==> config.mk <==
export PLATFORM = sky130hd
export DESIGN_NAME = serial_tx_flat
export DESIGN_NICKNAME = d
export VERILOG_FILES = /design/src/rtl/serial_tx_if.sv /design/src/rtl/serial_tx.sv /design/src/flat_wrapper.sv
export SDC_FILE = /design/constraint.sdc
export NUM_CORES = 1
export LEC_CHECK = 0
export BUFFER_PORTS_ARGS = -buffer_cell sky130_fd_sc_hd__buf_2
export CORE_MARGIN = 8
export CORE_UTILIZATION = 61
export CTS_CLUSTER_SIZE = 30
export DETAILED_ROUTE_END_ITERATION = 10
export PLACE_DENSITY = 0.93
export SETUP_SLACK_MARGIN = 0.15
export SLEW_MARGIN = 20
export SYNTH_ARGS = -nofsm -noshare
export SYNTH_HDL_FRONTEND = slang
export SYNTH_SLANG_ARGS = --single-unit
==> constraint.sdc <==
create_clock -name clk -period 5.6 [get_ports clk]
set_input_delay 0.28 -clock clk [delete_from_list [all_inputs] [get_ports clk]]
set_output_delay 0.28 -clock clk [all_outputs]
set_load 0.02 [all_outputs]
==> src/rtl/serial_tx_if.sv <==
// serial_tx_if
//   Bundles the parallel-load request and the serial line outputs of
//   serial_tx so a producer and the transmitter can be wired with one port.
//
//   Handshake: the producer raises load with data valid. The transmitter
//   takes the request on a rising clk edge only while busy is low (this
//   includes the single done cycle). Requests seen while busy is high are
//   dropped, not queued. There is no separate ready; busy=0 is the ready.
//
//   Signals
//     data      payload, sampled only on the accepting edge
//     load      frame request
//     sout      serial line, idles high
//     sout_n    complement of sout
//     busy      high for every cycle of a frame
//     done      one-cycle pulse in the first idle cycle after a frame
//     dbg_state current FSM state, for observation only
//
//   Modports: master = producer / observer, slave = serial_tx.
interface serial_tx_if #(
   parameter int DATA_W = 8
);
   logic [DATA_W-1:0] data;
   logic              load;
   logic              sout;
   logic              sout_n;
   logic              busy;
   logic              done;
   logic [2:0]        dbg_state;

   modport master (
      output data,
      output load,
      input  sout,
      input  sout_n,
      input  busy,
      input  done,
      input  dbg_state
   );

   modport slave (
      input  data,
      input  load,
      output sout,
      output sout_n,
      output busy,
      output done,
      output dbg_state
   );
endinterface

==> src/rtl/serial_tx.sv <==
// serial_tx
//   Parallel-in, serial-out frame transmitter. A frame is one start bit (0),
//   DATA_W payload bits LSB first, an optional even-parity bit, and one stop
//   bit (1). Every bit is held for BIT_CYC clock cycles.
//
//   Parameters
//     DATA_W   payload bits per frame, 1..16
//     BIT_CYC  clock cycles per serial bit, 1..255
//
//   Ports
//     clk  rising-edge clock
//     rst  asynchronous, active-high reset
//     bus  serial_tx_if.slave: data/load in; sout/sout_n/busy/done out;
//          dbg_state exposes the FSM state
//
//   Build option
//     SERIAL_TX_PARITY_EN  when defined, a PARITY state is inserted between
//                          DATA and STOP carrying the XOR of the payload.
module serial_tx #(
   parameter int DATA_W  = 8,
   parameter int BIT_CYC = 1
) (
   input  logic       clk,
   input  logic       rst,
   serial_tx_if.slave bus
);

   typedef enum logic [2:0] {
      IDLE   = 3'd0,
      START  = 3'd1,
      DATA   = 3'd2,
`ifdef SERIAL_TX_PARITY_EN
      PARITY = 3'd3,
`endif
      STOP   = 3'd4
   } state_t;

   localparam logic [7:0] CNT_LAST = 8'(BIT_CYC - 1);
   localparam logic [3:0] IDX_LAST = 4'(DATA_W - 1);

   state_t            state_q, state_d;
   logic [7:0]        cnt_q, cnt_d;     // cycles spent in the current bit
   logic [3:0]        idx_q, idx_d;     // payload bit being sent
   logic [DATA_W-1:0] shreg_q, shreg_d; // captured payload, held for the frame
   logic              sout_q, sout_d;
   logic              busy_q, busy_d;
   logic              done_q, done_d;
   logic [15:0]       payload;
   logic              bit_end;

   // Zero-extend to 16 bits so a 4-bit index is always in range, whatever
   // DATA_W is.
   assign payload = 16'(shreg_q);
   assign bit_end = (cnt_q == CNT_LAST);

   // Outputs are computed for the cycle after the edge and registered, so the
   // line level always lines up with the state it belongs to.
   always_comb begin
      state_d = state_q;
      cnt_d   = cnt_q;
      idx_d   = idx_q;
      shreg_d = shreg_q;
      sout_d  = 1'b1;
      busy_d  = 1'b1;
      done_d  = 1'b0;

      case (state_q)
         IDLE: begin
            busy_d = 1'b0;
            if (bus.load) begin
               shreg_d = bus.data;
               cnt_d   = '0;
               idx_d   = '0;
               state_d = START;
               sout_d  = 1'b0;
               busy_d  = 1'b1;
            end
         end

         START: begin
            sout_d = 1'b0;
            if (bit_end) begin
               cnt_d   = '0;
               idx_d   = '0;
               state_d = DATA;
               sout_d  = payload[0];
            end else begin
               cnt_d = cnt_q + 8'd1;
            end
         end

         DATA: begin
            sout_d = payload[idx_q];
            if (bit_end) begin
               cnt_d = '0;
               if (idx_q == IDX_LAST) begin
`ifdef SERIAL_TX_PARITY_EN
                  state_d = PARITY;
                  sout_d  = ^shreg_q;
`else
                  state_d = STOP;
                  sout_d  = 1'b1;
`endif
               end else begin
                  idx_d  = idx_q + 4'd1;
                  sout_d = payload[idx_q + 4'd1];
               end
            end else begin
               cnt_d = cnt_q + 8'd1;
            end
         end

`ifdef SERIAL_TX_PARITY_EN
         PARITY: begin
            sout_d = ^shreg_q;
            if (bit_end) begin
               cnt_d   = '0;
               state_d = STOP;
               sout_d  = 1'b1;
            end else begin
               cnt_d = cnt_q + 8'd1;
            end
         end
`endif

         STOP: begin
            sout_d = 1'b1;
            if (bit_end) begin
               cnt_d   = '0;
               state_d = IDLE;
               busy_d  = 1'b0;
               done_d  = 1'b1;
            end else begin
               cnt_d = cnt_q + 8'd1;
            end
         end

         default: begin
            // Unused encodings fall back to an idle line on the next edge.
            state_d = IDLE;
            cnt_d   = '0;
            idx_d   = '0;
            busy_d  = 1'b0;
         end
      endcase
   end

   always_ff @(posedge clk or posedge rst) begin
      if (rst) begin
         state_q <= IDLE;
         cnt_q   <= '0;
         idx_q   <= '0;
         shreg_q <= '0;
         sout_q  <= 1'b1;
         busy_q  <= 1'b0;
         done_q  <= 1'b0;
      end else begin
         state_q <= state_d;
         cnt_q   <= cnt_d;
         idx_q   <= idx_d;
         shreg_q <= shreg_d;
         sout_q  <= sout_d;
         busy_q  <= busy_d;
         done_q  <= done_d;
      end
   end

   assign bus.sout      = sout_q;
   assign bus.sout_n    = ~sout_q;
   assign bus.busy      = busy_q;
   assign bus.done      = done_q;
   assign bus.dbg_state = state_q;

endmodule

==> src/flat_wrapper.sv <==
// flat-port wrapper written by rule: the top's interface ports become plain ports
module serial_tx_flat 
#(
   parameter int DATA_W  = 8,
   parameter int BIT_CYC = 1
)
  (clk, rst, bus_data, bus_load, bus_sout, bus_sout_n, bus_busy, bus_done, bus_dbg_state);
  serial_tx_if #(.DATA_W(DATA_W)) bus_i ();
  input  logic clk;
  input  logic rst;
  input wire logic [$bits(bus_i.data)-1:0] bus_data;
  input wire logic [$bits(bus_i.load)-1:0] bus_load;
  output wire logic [$bits(bus_i.sout)-1:0] bus_sout;
  output wire logic [$bits(bus_i.sout_n)-1:0] bus_sout_n;
  output wire logic [$bits(bus_i.busy)-1:0] bus_busy;
  output wire logic [$bits(bus_i.done)-1:0] bus_done;
  output wire logic [$bits(bus_i.dbg_state)-1:0] bus_dbg_state;
  assign bus_i.data = bus_data;
  assign bus_i.load = bus_load;
  assign bus_sout = bus_i.sout;
  assign bus_sout_n = bus_i.sout_n;
  assign bus_busy = bus_i.busy;
  assign bus_done = bus_i.done;
  assign bus_dbg_state = bus_i.dbg_state;
  serial_tx #(.DATA_W(DATA_W), .BIT_CYC(BIT_CYC)) u_core (.clk(clk), .rst(rst), .bus(bus_i));
endmodule
# After elaboration in Yosys (flattened, before gate mapping)
# Cells that the tools add are included.
# op_classes
n_addsub	2
div	0
n_eq_ne	10
magnitude_cmp	2
n_mul	0
shifts	0
bitwise_logic	2
mux	28
n_reduce_logical	7
# ops
cell	count
$mux W4	4
$mux W8	2
$pmux W4 S4	1
$pmux W8 S2	1
$mux W3	5
$pmux W3 S4	1
$lt A4 B5 Y1 const B	2
$mux W1	10
$reduce_and A5 Y1	2
$add A8 B1 Y8 const B	1
$bmux W1 S4	2
$logic_not A8 Y1	1
$ne A2 B1 Y1 const B	4
$pmux W1 S3	2
$add A4 B1 Y4 const B	1
$eq A4 B3 Y1 const B	1
$ne A2 B2 Y1 const B	2
$eq A3 B1 Y1 const B	1
$eq A3 B2 Y1 const B	1
$eq A3 B3 Y1 const B	1
$logic_not A3 Y1	1
$reduce_or A3 Y1	1
$not A1 Y1	2
$reduce_and A2 Y1	1
$reduce_or A2 Y1	1
# word_totals
inputBits	11
reg_bits	26
wordCells	58
rom_bits	0
memories	0
latchBits	0
ramBits	0
out_inout_bits	7

# Longest topological paths before layout
# Gate-level depths: netlist (run 1).
# logic_depth
ltp_word	6
mapped_depth	7

# Worst setup path after synthesis (run 1)
# Ideal clock, no wire load.
# synth_timing
path_kind	reg2reg
start	reg u_core.idx_q[0]
end	reg u_core.sout_q (netlist: u_core.bus.sout)
path_stages_with_launch	7
t_required_ns	5.514
slack_ns	3.506
arrival_time_ns	2.008
setup_ns	0.086
synth_period_minus_slack_ns	2.094
path_cell_list	dfrtp_1 > ha_1 > xnor2_1 > mux4_2 > mux2_2 > a211oi_2 > o31ai_1
# synth_via
elab_chain_len	6
word_cells_on_any_way	9
classes_between	1 x add/sub; 1 x eq/ne; 7 x mux
# synth_lines
item	line_no	source
start, declared	serial_tx.sv:43	logic [3:0] idx_q, idx_d;
start signal, assigned	serial_tx.sv:160	idx_q <= idx_d;
$add A4 B1 Y4	serial_tx.sv:106	sout_d = payload[idx_q + 4'd1];
$bmux W1 S4	serial_tx.sv:106	
$mux W1 (not written as such)	serial_tx.sv:106	
$mux W1	serial_tx.sv:96	if (idx_q == IDX_LAST) begin
$mux W1 (*)	serial_tx.sv:94	if (bit_end) begin
$pmux W1 S3 (*)	serial_tx.sv:67	case (state_q)
net u_core.sout_d	serial_tx.sv:45	logic sout_q, sout_d;
end signal, assigned	serial_tx.sv:162	sout_q <= sout_d;
end, declared	serial_tx.sv:45	
# Mark *: on every way through the listed nets, which the timed path passes. The rest lies on a longest branch. The select of a mux whose other input is x is not followed.
# A chain may end at the register's enable or synchronous reset.

# Final worst setup path (run 1)
# Ends and elaborated chain as after synthesis.

==> flow_metrics.tcl, run 1 <==
set metrics [dict create \
    status "complete, but fails checks" \
    violations "negative hold slack" \
    synth_cells 133 \
    vias_per_cell 6.19 \
    crit_family "multiplexers" \
    post_cts_buffers 0 \
    grt_usage_pct 13.8 \
    synth_edf_count 0 \
    core_sq_um 2210 \
    finalHoldViolations 12 \
    grt_pass1_vias 1041 \
    cts_buffer_depth 2 \
    setup_viol 0 \
    arrival_ps 2580 \
    dr_total_vias 1089 \
    async_flop_share_pct 100 \
    grt_antenna_before_repair 0 \
    ys_ff_latch 26 \
    p_leak_uw 0.000675 \
    reg2regPathDepth 6 \
    place_hpwl_microns 2120 \
    synth_area_leader_cell "dfrtp_1" \
    timing.rr.start "u_core.idx_q[0]$_DFFE_PP0P_" \
    grt-ovfl-total 0 \
    synthTopCellsByArea "dfrtp_1 44%, mux4_2 6.4%, mux2_1 5.6%, xor2_1 3.1%, nand3_1 2.8%" \
    clkLatencyLatePin_ps 340 \
    cts_buffers 3 \
    r2r-end "u_core.bus.sout$_DFF_PP1_" \
    dp_cells 172 \
    synth_warnings 0 \
    switching_share_pct 38.2 \
    synth_ff_type "dfrtp_1" \
    holdCritPathClass "primary input to asynchronous set/reset pin" \
    ff2ff_setup_slack_ps 3280 \
    crit_path_start_kind "flop" \
    clock-root-buffer "clkbuf_4" \
    max_freq_mhz 431 \
    drive_above_1_share_pct 20.3 \
    rsz0062_at_grt "no" \
    power_frac_clock_pct 13.9 \
    ir_drop_v 0.000375 \
    cp.buffers_inverters 0 \
    gp_congestion 0.912 \
    remaining_drc_errors 0 \
    portBuffers 17 \
    post_drt_wl_per_cell_microns 15.7 \
    grt_pass1_wl_microns 4650 \
    htreeDepth 1 \
    nNetsFinal 163 \
    row_count 17 \
    seqPwrFrac_pct 43.4 \
    grt_max_degree 27 \
    powerDensity_nw_per_um2 457 \
    clkTransAtPathRegs_ps 140 \
    synth_fp_nets 147 \
    cts_tree "built" \
    relSlewSlack_pct 39.9 \
    worst_path_max_delay_cell "mux4_2" \
    netlist.area_leader.share_pct 44.2 \
    hold_slack_ps -8.33 \
    period_needed_ps 2320 \
    syn_area_sq_um 1420 \
    fillers 156 \
    critPathKind "flop to flop" \
    slew_violations 0 \
    skew_ps 6.13 \
    die_h_microns 64.2 \
    crit_start "u_core.idx_q[0]$_DFFE_PP0P_" \
    drtAntennaViolNets 0 \
    drtPass1Iterations 4 \
    crit_fanout 7 \
    maxCapViolations 0 \
    area_growth_pct 9.11 \
    final_core_util_pct 69.8 \
    p_int_uw 437 \
    io_pins 18 \
    tightest_slew_ps 896 \
    die-area_sq_um 4120 \
    switchingPower_uw 270 \
    end_kind "flop" \
    slowest_delay_ps 540 \
    finalSetupTns_ps 0 \
    final-instance-count-excl-fill 176 \
    yosysUniqueCellTypes 43 \
    p_comb_share_pct 42.8 \
    drt_wl_total_microns 2760 \
    diodes 0 \
    ys_seq_area_share_pct 46.1 \
    avgSynthCellArea_sq_um 10.6 \
    cp_cell_sequence "ha_1 -> xnor2_1 -> mux4_2 -> mux2_2 -> a211oi_2 -> o31ai_1" \
    clkSinkCount 26 \
    die_w_microns 64.2 \
    timing.final.crit_share_pct 41.4 \
    cp_data_required_time_ps 5870 \
    cts_resized 0 \
    first_iter_violations 70 \
    start_util_pct 64.0 \
    cts-hold-fix-buffers 0 \
]
[logic make-up after synthesis]
| family | synth area share, % |
|---|---|
| mux | 14.2 |
| buf+inv | 3.27 |
| flops | 46.1 |
| fa+ha+maj | 2.65 |
| simple gates | 18.0 |
| compound gates | 10.8 |
| xor+xnor | 4.95 |
[state kept, by name, summed over array words and instances, names as in the netlist]
signal,cells
u_core.idx_q,4
u_core.bus.done,1
u_core.bus.sout,1
u_core.cnt_q,8
u_core.bus.busy,1
u_core.bus.dbg_state,3
u_core.shreg_q,8
[through the flow]
step | setup slack (ps) | instance area, sq um | total power (uW)
global placement | 3440 | 1510 | 591
finish | 3280 | 1540 | 706
global route | 3160 | 1540 | 744
CTS | 3290 | 1540 | 706
detailed placement | 3320 | 1510 | 610
floorplan | 3510 | 1420 | 543
[cell type report]
cell class / instances / area (sq um) / share of cell area [%]
clock buffer: 4 / 36.3 / 2.35
timing repair buffer: 17 / 85.1 / 5.51
tap: 28 / 35.0 / 2.27
multi-input combinational: 96 / 717 / 46.4
sequential: 26 / 652 / 42.2
inverter: 5 / 18.8 / 1.22
[worst reg2reg max path: stages, from the launching register on]
cell and delay [ps]:
dfrtp_1 490, ha_1 310, xnor2_1 310, mux4_2 540, mux2_2 280, a211oi_2 220, o31ai_1 100
[layout by cell type, fill, tap and decap left out, types with 2 or more instances in the layout]
cell type,n
a21oi_1,5
a31oi_1,2
buf_2,17
clkbuf_4,3
dfrtp_1,25
ha_1,3
inv_1,4
mux2_1,7
mux2_2,2
mux4_2,4
nand2_1,7
nand2b_1,3
nand3_1,8
nand3b_1,2
nor2_1,10
nor2b_1,4
nor3_1,2
nor4b_1,2
o21ai_1,7
xnor2_1,3
xor2_1,5
[layer usage]
metal / wire (microns) / vias to the layer above / global-route usage [%]
li1: - / 511 / -
met3: 170 / 4 / 3.48
met5: 0 / - / 0
met4: 48 / 0 / 5.72
met2: 1360 / 43 / 22.3
met1: 1180 / 531 / 17.1
[worst max-delay path by stage]
stage,endpoint,slack (ps),cells after the start
floorplan,u_core.bus.sout$_DFF_PP1_,3510,6
global placement,u_core.bus.sout$_DFF_PP1_,3440,6
detailed placement,u_core.bus.sout$_DFF_PP1_,3320,6
CTS,u_core.bus.sout$_DFF_PP1_,3290,6
global route,u_core.bus.sout$_DFF_PP1_,3160,6
finish,u_core.bus.sout$_DFF_PP1_,3280,6
[power by group through the flow]
| stage | logic (uW) | registers [uW] | clock network (uW) |
|---|---|---|---|
| 2_1_floorplan | 250 | 293 | 0 |
| 3_3_place_gp | 288 | 303 | 0 |
| 3_5_place_dp | 302 | 308 | 0 |
| 4_1_cts | 304 | 303 | 99.5 |
| 5_1_grt | 328 | 313 | 103 |
| 6_report | 302 | 306 | 97.9 |
[synth_stat cells, drive strengths merged (2+ instances only)]
master and count:
nor3 2, nand3 8, ha 3, nor2 10, xor2 5, buf 2
nand3b 2, clkbuf 4, a21oi 6, nor4b 2, nand2 7, mux4 4
a31oi 2, inv 5, o21ai 8, dfrtp 25, mux2 9, nand2b 3
xnor2 3, nor2b 4
(Power assumes the default switching activity.)
==> run 2: changes to the inputs <==
ABC_AREA = 1   (was unset)
CORE_UTILIZATION = 57   (was 61)
PLACE_DENSITY = 0.88   (was 0.93)
clock period = 2.3 ns   (was 5.6 ns; I/O delays follow)
==> run 2 against run 1 <==
The flow still finishes with violations (negative hold slack). Combinational power grew to 2.5 times the previous value. Clock skew is 4.9 ps lower. First-iteration DRC count shrank 13%. Die area grew 11%. Total power grew 130%. Register-to-register slack worse by 2500 ps. Fmax up 50%. Synthesized cell count grew 37%. Setup slack worse by 2500 ps. Sequential share of layout area fell by 4.7 points. Sequential power grew 110%. Count of clock-buffer cells in the layout did not move. Critical path type unchanged. Largest cell class unchanged.
==> flow_metrics.tcl, run 2 <==
set metrics [dict create \
    ys_seq_area_share_pct 42.7 \
    finalHoldViolations 1 \
    die_w_microns 67.7 \
    timing.rr.start "u_core.idx_q[0]$_DFFE_PP0P_" \
    post_drt_wl_per_cell_microns 12.6 \
    top_regs "u_core.cnt_q x8, u_core.shreg_q x8, u_core.idx_q x4" \
    cts_buffer_depth 2 \
    avgSynthCellArea_sq_um 8.38 \
    crit_fanout 13 \
    seqPwrFrac_pct 40.2 \
    gp_congestion 0.905 \
    switching_share_pct 44.3 \
    p_leak_uw 0.000860 \
    maxCapViolations 0 \
    clkLatencyLatePin_ps 320 \
    ff2ff_setup_slack_ps 750 \
    async_flop_share_pct 100 \
    cts_buffers 3 \
    remaining_drc_errors 0 \
    timing.final.crit_share_pct 67.4 \
    grt-ovfl-total 0 \
    min-delay-start "bus_data[1]" \
    cp.buffers_inverters 1 \
    crit_family "flip-flops" \
    hold_slack_ps -4.92 \
    portBuffers 17 \
    skew_ps 1.23 \
    max_freq_mhz 645 \
    netlist.area_leader.share_pct 41.0 \
    yosysUniqueCellTypes 31 \
    period_needed_ps 1550 \
    grt_pass1_vias 1234 \
    synth_warnings 0 \
    p_comb_share_pct 47.3 \
    grt_antenna_before_repair 0 \
    drt_wl_total_microns 3020 \
    finalSetupTns_ps 0 \
    cts_tree "built" \
    cp_cell_sequence "ha_1 -> nand3_1 -> nor2_1 -> nor2_4 -> nand3_2 -> inv_2 -> nand3_2 -> o21ai_2" \
    rsz0062_at_grt "no" \
    crit_path_start_kind "flop" \
    diodes 0 \
    ys_ff_latch 26 \
    critPathKind "flop to flop" \
    arrival_ps 1780 \
    io_pins 18 \
    grt_max_degree 27 \
    layout_common_cells "38 x nand2_1, 29 x inv_1, 25 x dfrtp_1, 20 x nand3_1, 17 x buf_2" \
    htreeDepth 1 \
    relSlewSlack_pct 37.4 \
    synth_cells 182 \
    drtPass1Iterations 4 \
    grt_usage_pct 14.5 \
    grt_pass1_wl_microns 5240 \
    place_hpwl_microns 2190 \
    cp_data_required_time_ps 2530 \
    clkSinkCount 26 \
    status "complete, but fails checks" \
    ys_top_cells_by_count "38 x nand2_1, 30 x inv_1, 25 x dfrtp_1" \
    syn_area_sq_um 1530 \
    reg2regPathDepth 8 \
    switchingPower_uw 721 \
    die_h_microns 67.7 \
    die-area_sq_um 4590 \
    clkTransAtPathRegs_ps 140 \
    yosys.cell_count.top_type "nand2_1" \
    cts_resized 0 \
    core_sq_um 2500 \
    drtAntennaViolNets 0 \
    synth_edf_count 0 \
    setup_viol 0 \
    violations "negative hold slack" \
    dr_total_vias 1240 \
    hold_end "u_core.shreg_q[1]$_DFFE_PP0P_" \
    layout_commonest_cell "nand2_1" \
    hold_depth 3 \
    r2r-end "u_core.idx_q[1]$_DFFE_PP0P_" \
    synth_area_leader_cell "dfrtp_1" \
    post_cts_buffers 0 \
    nNetsFinal 224 \
    holdCritPathClass "primary input to flop" \
    synth_fp_nets 196 \
    worst_path_max_delay_cell "dfrtp_1" \
    crit_top_cell "nand3_2" \
    row_count 18 \
    end_kind "flop" \
    clock-root-buffer "clkbuf_4" \
    ir_drop_v 0.000881 \
    vias_per_cell 5.19 \
    powerDensity_nw_per_um2 938 \
    slowest_delay_ps 590 \
    synth_ff_type "dfrtp_1" \
    first_iter_violations 61 \
    synthTopCellsByArea "dfrtp_1 41%, nand2_1 9.4%, inv_1 7.4%, nand3_1 6.6%, nand3_2 3.3%" \
    start_util_pct 61.0 \
    power_uw 1630 \
    tightest_slew_ps 933 \
    p_int_uw 906 \
    power_frac_clock_pct 12.5 \
    slew_violations 0 \
    area_growth_pct 13.8 \
    drive_above_1_share_pct 23.4 \
]
## run 2: cell count changes after synthesis, sizes merged, moves of 3 or more
| cell | previous run | this run |
|---|---|---|
| mux2 | 9 | 0 |
| mux4 | 4 | 0 |
| inv | 5 | 35 |
| nand2 | 7 | 40 |
| o22ai | 1 | 6 |
| nor2 | 10 | 14 |
| nand2b | 3 | 0 |
| nand3 | 8 | 26 |
| a21oi | 6 | 1 |
| clkbuf | 4 | 0 |
| o21ai | 8 | 15 |
| nor2b | 4 | 0 |
## run 2: timing repair
item | 4_1_cts | 5_1_grt
hold buffers | 6 | 1
setup endpoints to repair | 0 | 0
endpoints found under the hold margin | 6 | 25
## run 2: cell type report
| cell class | count | area [sq um] |
|---|---|---|
| flip-flops and latches | 26 | 652 |
| repair buffers | 25 | 163 |
| inverters | 35 | 134 |
| fillers | 201 | 764 |
| clock buffers | 4 | 26.3 |
| well taps | 30 | 37.5 |
| multi-input cells | 119 | 723 |
## run 2: power by group through the flow
stage          registers (uW)  clock network (uW)  logic (uW)
6_report                  654                 204         769
5_1_grt                   666                 228         867
4_1_cts                   654                 208         771
3_5_place_dp              663                   0         760
3_3_place_gp              657                   0         746
2_1_floorplan             685                   0         580
## run 2: through the flow
| step | instances | hold WS, ps | instance area (sq um) | util (%) | setup WS, ps |
|---|---|---|---|---|---|
| 2_1_floorplan | 182 | 154 | 1530 | - | 971 |
| 3_3_place_gp | 228 | 323 | 1640 | 65.6 | 823 |
| 3_5_place_dp | 228 | 329 | 1640 | 65.6 | 779 |
| 4_1_cts | 238 | 1.77 | 1730 | 69.0 | 757 |
| 5_1_grt | 239 | 6.08 | 1740 | 69.4 | 612 |
| 6_report | 239 | -4.92 | 1740 | 69.4 | 750 |
## run 2: how the worst max path moves through the flow
stage | from | endpoint | slack [ps] | cells past startpoint
after floorplan | u_core.bus.dbg_state[0]$_DFFE_PP0P_ | u_core.idx_q[1]$_DFFE_PP0P_ | 970 | 8
after global placement | u_core.idx_q[0]$_DFFE_PP0P_ | u_core.idx_q[1]$_DFFE_PP0P_ | 820 | 8
after detailed placement | u_core.idx_q[0]$_DFFE_PP0P_ | u_core.idx_q[1]$_DFFE_PP0P_ | 780 | 8
after CTS | u_core.idx_q[0]$_DFFE_PP0P_ | u_core.bus.sout$_DFF_PP1_ | 760 | 8
after global routing | u_core.idx_q[0]$_DFFE_PP0P_ | u_core.idx_q[1]$_DFFE_PP0P_ | 610 | 8
final | u_core.idx_q[0]$_DFFE_PP0P_ | u_core.idx_q[1]$_DFFE_PP0P_ | 750 | 8
## run 2: kinds of logic after synthesis
group | after synthesis | synth area share, %
flip-flops | 26 | 42.7
buffers and inverters | 37 | 9.84
AO/OA/AOI/OAI | 23 | 10.3
AND/OR/NAND/NOR | 87 | 31.2
adder cells (fa/ha/maj) | 3 | 2.46
XOR/XNOR | 6 | 3.45
## run 2: metal layers
| layer | wire length, microns | GRT usage, % | vias up |
|---|---|---|---|
| li1 | - | - | 633 |
| met1 | 1370 | 17.5 | 576 |
| met2 | 1460 | 24.7 | 26 |
| met3 | 144 | 2.32 | 5 |
| met4 | 51 | 6.53 | 0 |
| met5 | 0 | 0 | - |
## run 2: worst register-to-register path, delay by kind of cell, from the launching register on
family / cells / cell delay, ps
flops: 1 / 590
buf+inv: 1 / 60
compound gates: 1 / 50
simple gates: 5 / 500
fa+ha+maj: 1 / 250
